### src/rtl/wb_unit_pkg.sv
// ============================================================================
// Module  : wb_unit_pkg
// Purpose : Shared constants, load-width encodings and the MEM/WB control
//           record used by the write-back stage.
// Rev     : 1.0  initial release
// ============================================================================
`default_nettype none

package wb_unit_pkg;

   localparam int WB_DW       = 32;
   localparam int WB_AW       = 5;
   localparam int WB_LINK_REG = 31;

   typedef enum logic [1:0] {
      LB_WORD  = 2'b00,
      LB_SBYTE = 2'b01,
      LB_UBYTE = 2'b10,
      LB_RSVD  = 2'b11
   } load_byte_e;

   typedef struct packed {
      logic       valid;
      logic       regwr;
      logic       memtoreg;
      logic       ovf;
      logic       jal;
      load_byte_e lb;
   } wb_ctl_t;

   localparam wb_ctl_t WB_CTL_NOP = '{valid: 1'b0, regwr: 1'b0, memtoreg: 1'b0,
                                      ovf: 1'b0, jal: 1'b0, lb: LB_WORD};

endpackage

`default_nettype wire

### src/rtl/wb_load_align.sv
// ============================================================================
// Module  : wb_load_align
// Purpose : Big-endian byte select and sign/zero extension of a loaded word.
// Rev     : 1.0  initial release
// ============================================================================
`default_nettype none

module wb_load_align
   import wb_unit_pkg::*;
#(
   parameter int DW = WB_DW
) (
   input  logic [DW-1:0] dout_i,
   input  logic [1:0]    addr_i,
   input  load_byte_e    lb_i,
   output logic [DW-1:0] data_o
);

   logic [7:0] byte_w;

   // Byte 0 is the most significant byte of the word.
   always_comb begin
      byte_w = 8'h00;
      case (addr_i)
         2'd0:    byte_w = dout_i[31:24];
         2'd1:    byte_w = dout_i[23:16];
         2'd2:    byte_w = dout_i[15:8];
         default: byte_w = dout_i[7:0];
      endcase
   end

   always_comb begin
      data_o = dout_i;
      case (lb_i)
         LB_SBYTE: data_o = {{(DW-8){byte_w[7]}}, byte_w};
         LB_UBYTE: data_o = {{(DW-8){1'b0}}, byte_w};
         default:  data_o = dout_i;
      endcase
   end

endmodule

`default_nettype wire

### src/rtl/wb_unit.sv
// ============================================================================
// Module  : wb_unit
// Purpose : MEM/WB pipeline register, write-back datapath and Wr-stage
//           forwarding flags. Optional retire counter: WB_RETIRE_CNT_EN.
// Rev     : 1.0  initial release
// ============================================================================
`default_nettype none

module wb_unit
   import wb_unit_pkg::*;
#(
   parameter int DW       = WB_DW,
   parameter int AW       = WB_AW,
   parameter int LINK_REG = WB_LINK_REG,
   parameter int LINK_OFS = 4
) (
   input  logic          clk,
   input  logic          rst,
   input  logic          stall,
   input  logic          flush,
   input  logic          valid_Mem,
   input  logic [DW-1:0] ALUout_Mem,
   input  logic [DW-1:0] Dout_Mem,
   input  logic [DW-1:0] PC_Addr_Mem,
   input  logic [AW-1:0] Rw_Mem,
   input  logic          RegWr_Mem,
   input  logic          MemToReg_Mem,
   input  logic          OverFlow_Mem,
   input  logic          Jal_Mem,
   input  logic [1:0]    LoadByte_Mem,
   input  logic [AW-1:0] Rs_Ex,
   input  logic [AW-1:0] Rt_Ex,
   output logic [DW-1:0] busW,
   output logic [AW-1:0] Rw_Wr,
   output logic          RegWr_Wr,
   output logic          OverFlow_Wr,
   output logic          Jal_Wr,
   output logic          valid_Wr,
   output logic          fwdA_Wr,
`ifdef WB_RETIRE_CNT_EN
   output logic [DW-1:0] retire_cnt,
`endif
   output logic          fwdB_Wr
);

   wb_ctl_t       ctl_q,  ctl_d;
   logic [DW-1:0] alu_q,  alu_d;
   logic [DW-1:0] dout_q, dout_d;
   logic [DW-1:0] pc_q,   pc_d;
   logic [AW-1:0] rw_q,   rw_d;
   logic [DW-1:0] load_w;
   logic          fwd_ok_w;

   // Priority: flush over stall over normal capture (reset handled in the flop).
   always_comb begin
      ctl_d  = ctl_q;
      alu_d  = alu_q;
      dout_d = dout_q;
      pc_d   = pc_q;
      rw_d   = rw_q;
      if (flush) begin
         ctl_d  = WB_CTL_NOP;
         alu_d  = '0;
         dout_d = '0;
         pc_d   = '0;
         rw_d   = '0;
      end else if (!stall) begin
         ctl_d.valid    = valid_Mem;
         ctl_d.regwr    = RegWr_Mem;
         ctl_d.memtoreg = MemToReg_Mem;
         ctl_d.ovf      = OverFlow_Mem;
         ctl_d.jal      = Jal_Mem;
         ctl_d.lb       = load_byte_e'(LoadByte_Mem);
         alu_d          = ALUout_Mem;
         dout_d         = Dout_Mem;
         pc_d           = PC_Addr_Mem;
         rw_d           = Rw_Mem;
      end
   end

   always_ff @(posedge clk) begin
      if (rst) begin
         ctl_q  <= WB_CTL_NOP;
         alu_q  <= '0;
         dout_q <= '0;
         pc_q   <= '0;
         rw_q   <= '0;
      end else begin
         ctl_q  <= ctl_d;
         alu_q  <= alu_d;
         dout_q <= dout_d;
         pc_q   <= pc_d;
         rw_q   <= rw_d;
      end
   end

   wb_load_align #(.DW(DW)) u_align (
      .dout_i (dout_q),
      .addr_i (alu_q[1:0]),
      .lb_i   (ctl_q.lb),
      .data_o (load_w)
   );

   always_comb begin
      if (ctl_q.jal)
         busW = pc_q + DW'(LINK_OFS);
      else if (!ctl_q.memtoreg)
         busW = alu_q;
      else
         busW = load_w;
   end

   assign Rw_Wr       = ctl_q.jal ? AW'(LINK_REG) : rw_q;
   assign valid_Wr    = ctl_q.valid;
   // A jal always writes its link register, whatever RegWr said upstream.
   assign RegWr_Wr    = ctl_q.valid & (ctl_q.regwr | ctl_q.jal);
   assign OverFlow_Wr = ctl_q.valid & ctl_q.ovf;
   assign Jal_Wr      = ctl_q.valid & ctl_q.jal;

   assign fwd_ok_w = RegWr_Wr & ~OverFlow_Wr & (Rw_Wr != '0);
   assign fwdA_Wr  = fwd_ok_w & (Rw_Wr == Rs_Ex);
   assign fwdB_Wr  = fwd_ok_w & (Rw_Wr == Rt_Ex);

`ifdef WB_RETIRE_CNT_EN
   logic [DW-1:0] retire_q;

   always_ff @(posedge clk) begin
      if (rst)
         retire_q <= '0;
      else if (ctl_q.valid && !stall)
         retire_q <= retire_q + 1'b1;
   end

   assign retire_cnt = retire_q;
`endif

endmodule

`default_nettype wire
### config.mk
export PLATFORM = sky130hd
export DESIGN_NAME = wb_unit
export DESIGN_NICKNAME = d
export VERILOG_FILES = /design/src/rtl/wb_unit_pkg.sv /design/src/rtl/wb_load_align.sv /design/src/rtl/wb_unit.sv
export SDC_FILE = /design/constraint.sdc
export NUM_CORES = 1
export LEC_CHECK = 0
export BUFFER_PORTS_ARGS = -buffer_cell sky130_fd_sc_hd__buf_4
export CORE_MARGIN = 2
export CORE_UTILIZATION = 55
export CTS_BUF_LIST = sky130_fd_sc_hd__clkbuf_4 sky130_fd_sc_hd__clkbuf_8
export DETAILED_ROUTE_END_ITERATION = 12
export PLACE_DENSITY = 0.84
export SYNTH_ARGS = -nofsm -noshare
export SYNTH_HDL_FRONTEND = slang
export SYNTH_SLANG_ARGS = --single-unit
### constraint.sdc
create_clock -name clk -period 4.1 [get_ports clk]
set_input_delay 0 -clock clk [delete_from_list [all_inputs] [get_ports clk]]
set_output_delay 0 -clock clk [all_outputs]
set_load 0.01 [all_outputs]
==> results.toml <==
[status]
status = "completed"

[global_routing]
top_usage_layer = "met2"
use_met1_pct = 42.4
grt_antenna_before_repair = 0
grt_pass1_wl_um = 30500
grt_max_degree = 109
grt_pass1_vias = 5841
met2_usage_pct = 60.7
overflow = 0
grt_usage_pct = 35.2
use_met3_pct = 7.05

[clock_tree]
ctsHoldBuffers = 108
cts_tree = "yes"
cts.path.max_buffers = 2
cts_resized = 0
cts_buffers = 9
cts.htree.levels = 3
clk_pin_slew_worst_paths_ns = 0.10
cts_setup_buffers = 0
clock-root-buffer = "clkbuf_8"
clk-insertion-delay-late_ns = 0.38
clock_sinks = 108

[die]
start_util_pct = 56.7
fp.dieArea_mm2 = 0.0109
rows = 36
die_height_um = 105
die_width_um = 105
core_mm2 = 0.00982
io_pins = 165

[run]
max_cap_violations = 0

[placed_design]
place.port_buffers = 164
dp_hpwl_um = 11700
pre_cts_ws_ns = 1.39
gp_congestion = 0.904

[synthesis]
synth_top_family_by_area = "multiplexers"
ys_types = 45
yosys_warnings = 0
async_flop_share_pct = 0
synth_top_area_share_pct = 38.8
synth_fa_ha_area_share_pct = 0.674
syn_inst = 628
synth-compound-area-share_pct = 11.5
synth_area_leader_cell = "dfxtp_1"
syn_area_mm2 = 0.00557
netlist_top_cells_area = "dfxtp_1 39%, mux2i_1 20%, nor2_1 8.0%, xor2_1 3.3%, a21oi_1 2.6%"
syn-num-nets = 753
seq_area_frac_synth_pct = 38.8
synth-edff-count = 0
synth-simple-area-share_pct = 17.5
synth_mux_area_share_pct = 21.4
synth_xor_xnor_area_share_pct = 5.66
synth.avg_cell_area_um2 = 8.87
ys.flop_type = "dfxtp_1"
postSynthRegisterBits = 108

[sta]
setup_tns_ns = 0
finalSetupViolCount = 0
worstMarginPinSlew_ns = 1.21
maxSlewViolCount = 0
hold_violations = 0
fin_crit_sh_pct = 78.0
worst_slack_ns = 0.903
slew_headroom_pct = 19.3
finClkSkew_ns = 0
rsz0062_at_grt = "false"
fin_crit_ns = 3.20
max_freq_mhz = 313

[critical_path]
critPathMaxStageDelay_ns = 0.77
cp_num_buf_inv = 4
required_ns = 4.10
critical_path.top_delay_family = "compound AO/OA/AOI/OAI gates"
arrival_ns = 3.20
setup.worst_path.start = "ctl_q[0]"
crit_path_start_kind = "register"
cp-end-kind = "primary output"
critPathKind = "reg2out"
critPathMaxFanout = 27
path_cells = "inv_1 > ha_1 > inv_1 > o211ai_1 > o21ai_1 > buf_4 > o221a_2 > a311o_1 > buf_4"
timing.rr.start = "ctl_q[4]"
cp_slowest_cell = "ha_1"

[finish]
layout-drive-gt1-share_pct = 23.2
area_delta_synth_final_pct = 44.7
fin_nets = 995
final_common_cell = "buf_4"
diodes = 0
layout_common_cells = "167 x buf_4, 119 x nor2_1, 110 x mux2i_1, 108 x dfxtp_1, 108 x dlygate4sd3_1"
final_core_util_pct = 82.1

[drt]
routed_wl_um = 19500
drcViolationCount = 0
drt_first_pass_iters = 6
vias_per_cell = 5.79
ant_nets = 0
drt_iter0_markers = 551
avgRoutedWirePerCell_um = 19.3
num_vias = 5841

[power]
p_leak_uw = 0.00356
power.density_mw_per_mm2 = 274
peakVddDrop_mv = 0.233
clockPowerShare_pct = 28.5
power_frac_comb_pct = 20.7
switching_share_pct = 28.2
p_int_uw = 1590
switching_power_uw = 624
pwr-share-seq_pct = 50.8

[hold_path]
worstHoldStart = "stall"
hold_path_class = "in2reg"
==> per-stage QoR <==
| stage | hold slack (ns) | instances | cell area, µm² | power (µW) |
|---|---|---|---|---|
| floorplan | 0.144 | 628 | 5570 | 1330 |
| global placement | 0.227 | 884 | 6790 | 1480 |
| detailed placement | 0.237 | 884 | 6790 | 1500 |
| CTS | 0.320 | 1008 | 8060 | 2180 |
| global route | 0.352 | 1008 | 8060 | 2280 |
| finish | 0.283 | 1008 | 8060 | 2210 |
==> flip-flops by register name (all words and copies together) (netlist names) <==
register,flops
alu_q,32
ctl_q,6
dout_q,32
pc_q,32
rw_q,5
valid_Wr,1
==> tightest hold or removal path, delay by kind of cell <==
| family | cells | cell delay (ns) |
|---|---|---|
| buffers and inverters | 1 | 0.32 |
| muxes | 1 | 0.22 |
| and+or+nand+nor | 1 | 0.08 |
==> layout make-up <==
type / instances / area, µm²
repair buffers: 276 / 2350
clock inverters: 6 / 47.5
flip-flops and latches: 108 / 2160
inverters: 11 / 41.3
multi-input cells: 464 / 3160
well taps: 133 / 166
fillers: 604 / 1760
clock buffers: 10 / 138
==> power groups by stage <==
stage	sequential [µW]	clock (µW)	combinational (µW)
after global routing	1130	668	483
after CTS	1120	628	436
after detailed placement	1140	0	352
final	1120	630	456
after global placement	1140	0	343
after floorplan	1130	0	197
==> synthesized netlist by cell type (all sizes together), types with 13 or more instances <==
master and instances:
nand3 13, a21oi 29, nand4 13, clkbuf 26, mux2i 110, nor2 119, xnor2 15, xor2 21
o21ai 31, o22ai 15, dfxtp 108, nand2 24, o221ai 16, buf 18
==> metal layers <==
| metal | share of wire (%) | vias to the layer above |
|---|---|---|
| met5 | 0 | - |
| met4 | 4.2 | 0 |
| met3 | 8.3 | 76 |
| met2 | 49 | 355 |
| met1 | 38 | 2722 |
| li1 | - | 2688 |
==> cell families after synthesis <==
kind of cell    count (synthesis)
simple gates                  204
compound gates                103
xor+xnor                       36
buf+inv                        56
fa+ha+maj                       3
flops                         108
mux                           118
==> worst paths after layout <==
check	end	slack, ns	cells past startpoint
worst max-delay path	busW[29]	0.90	9
worst min-delay path	pc_q[3]	0.28	3
worst max register to register	ctl_q[4]	2.82	3
worst min register to register	alu_q[8]	0.50	2
(Power assumes the default switching activity.)
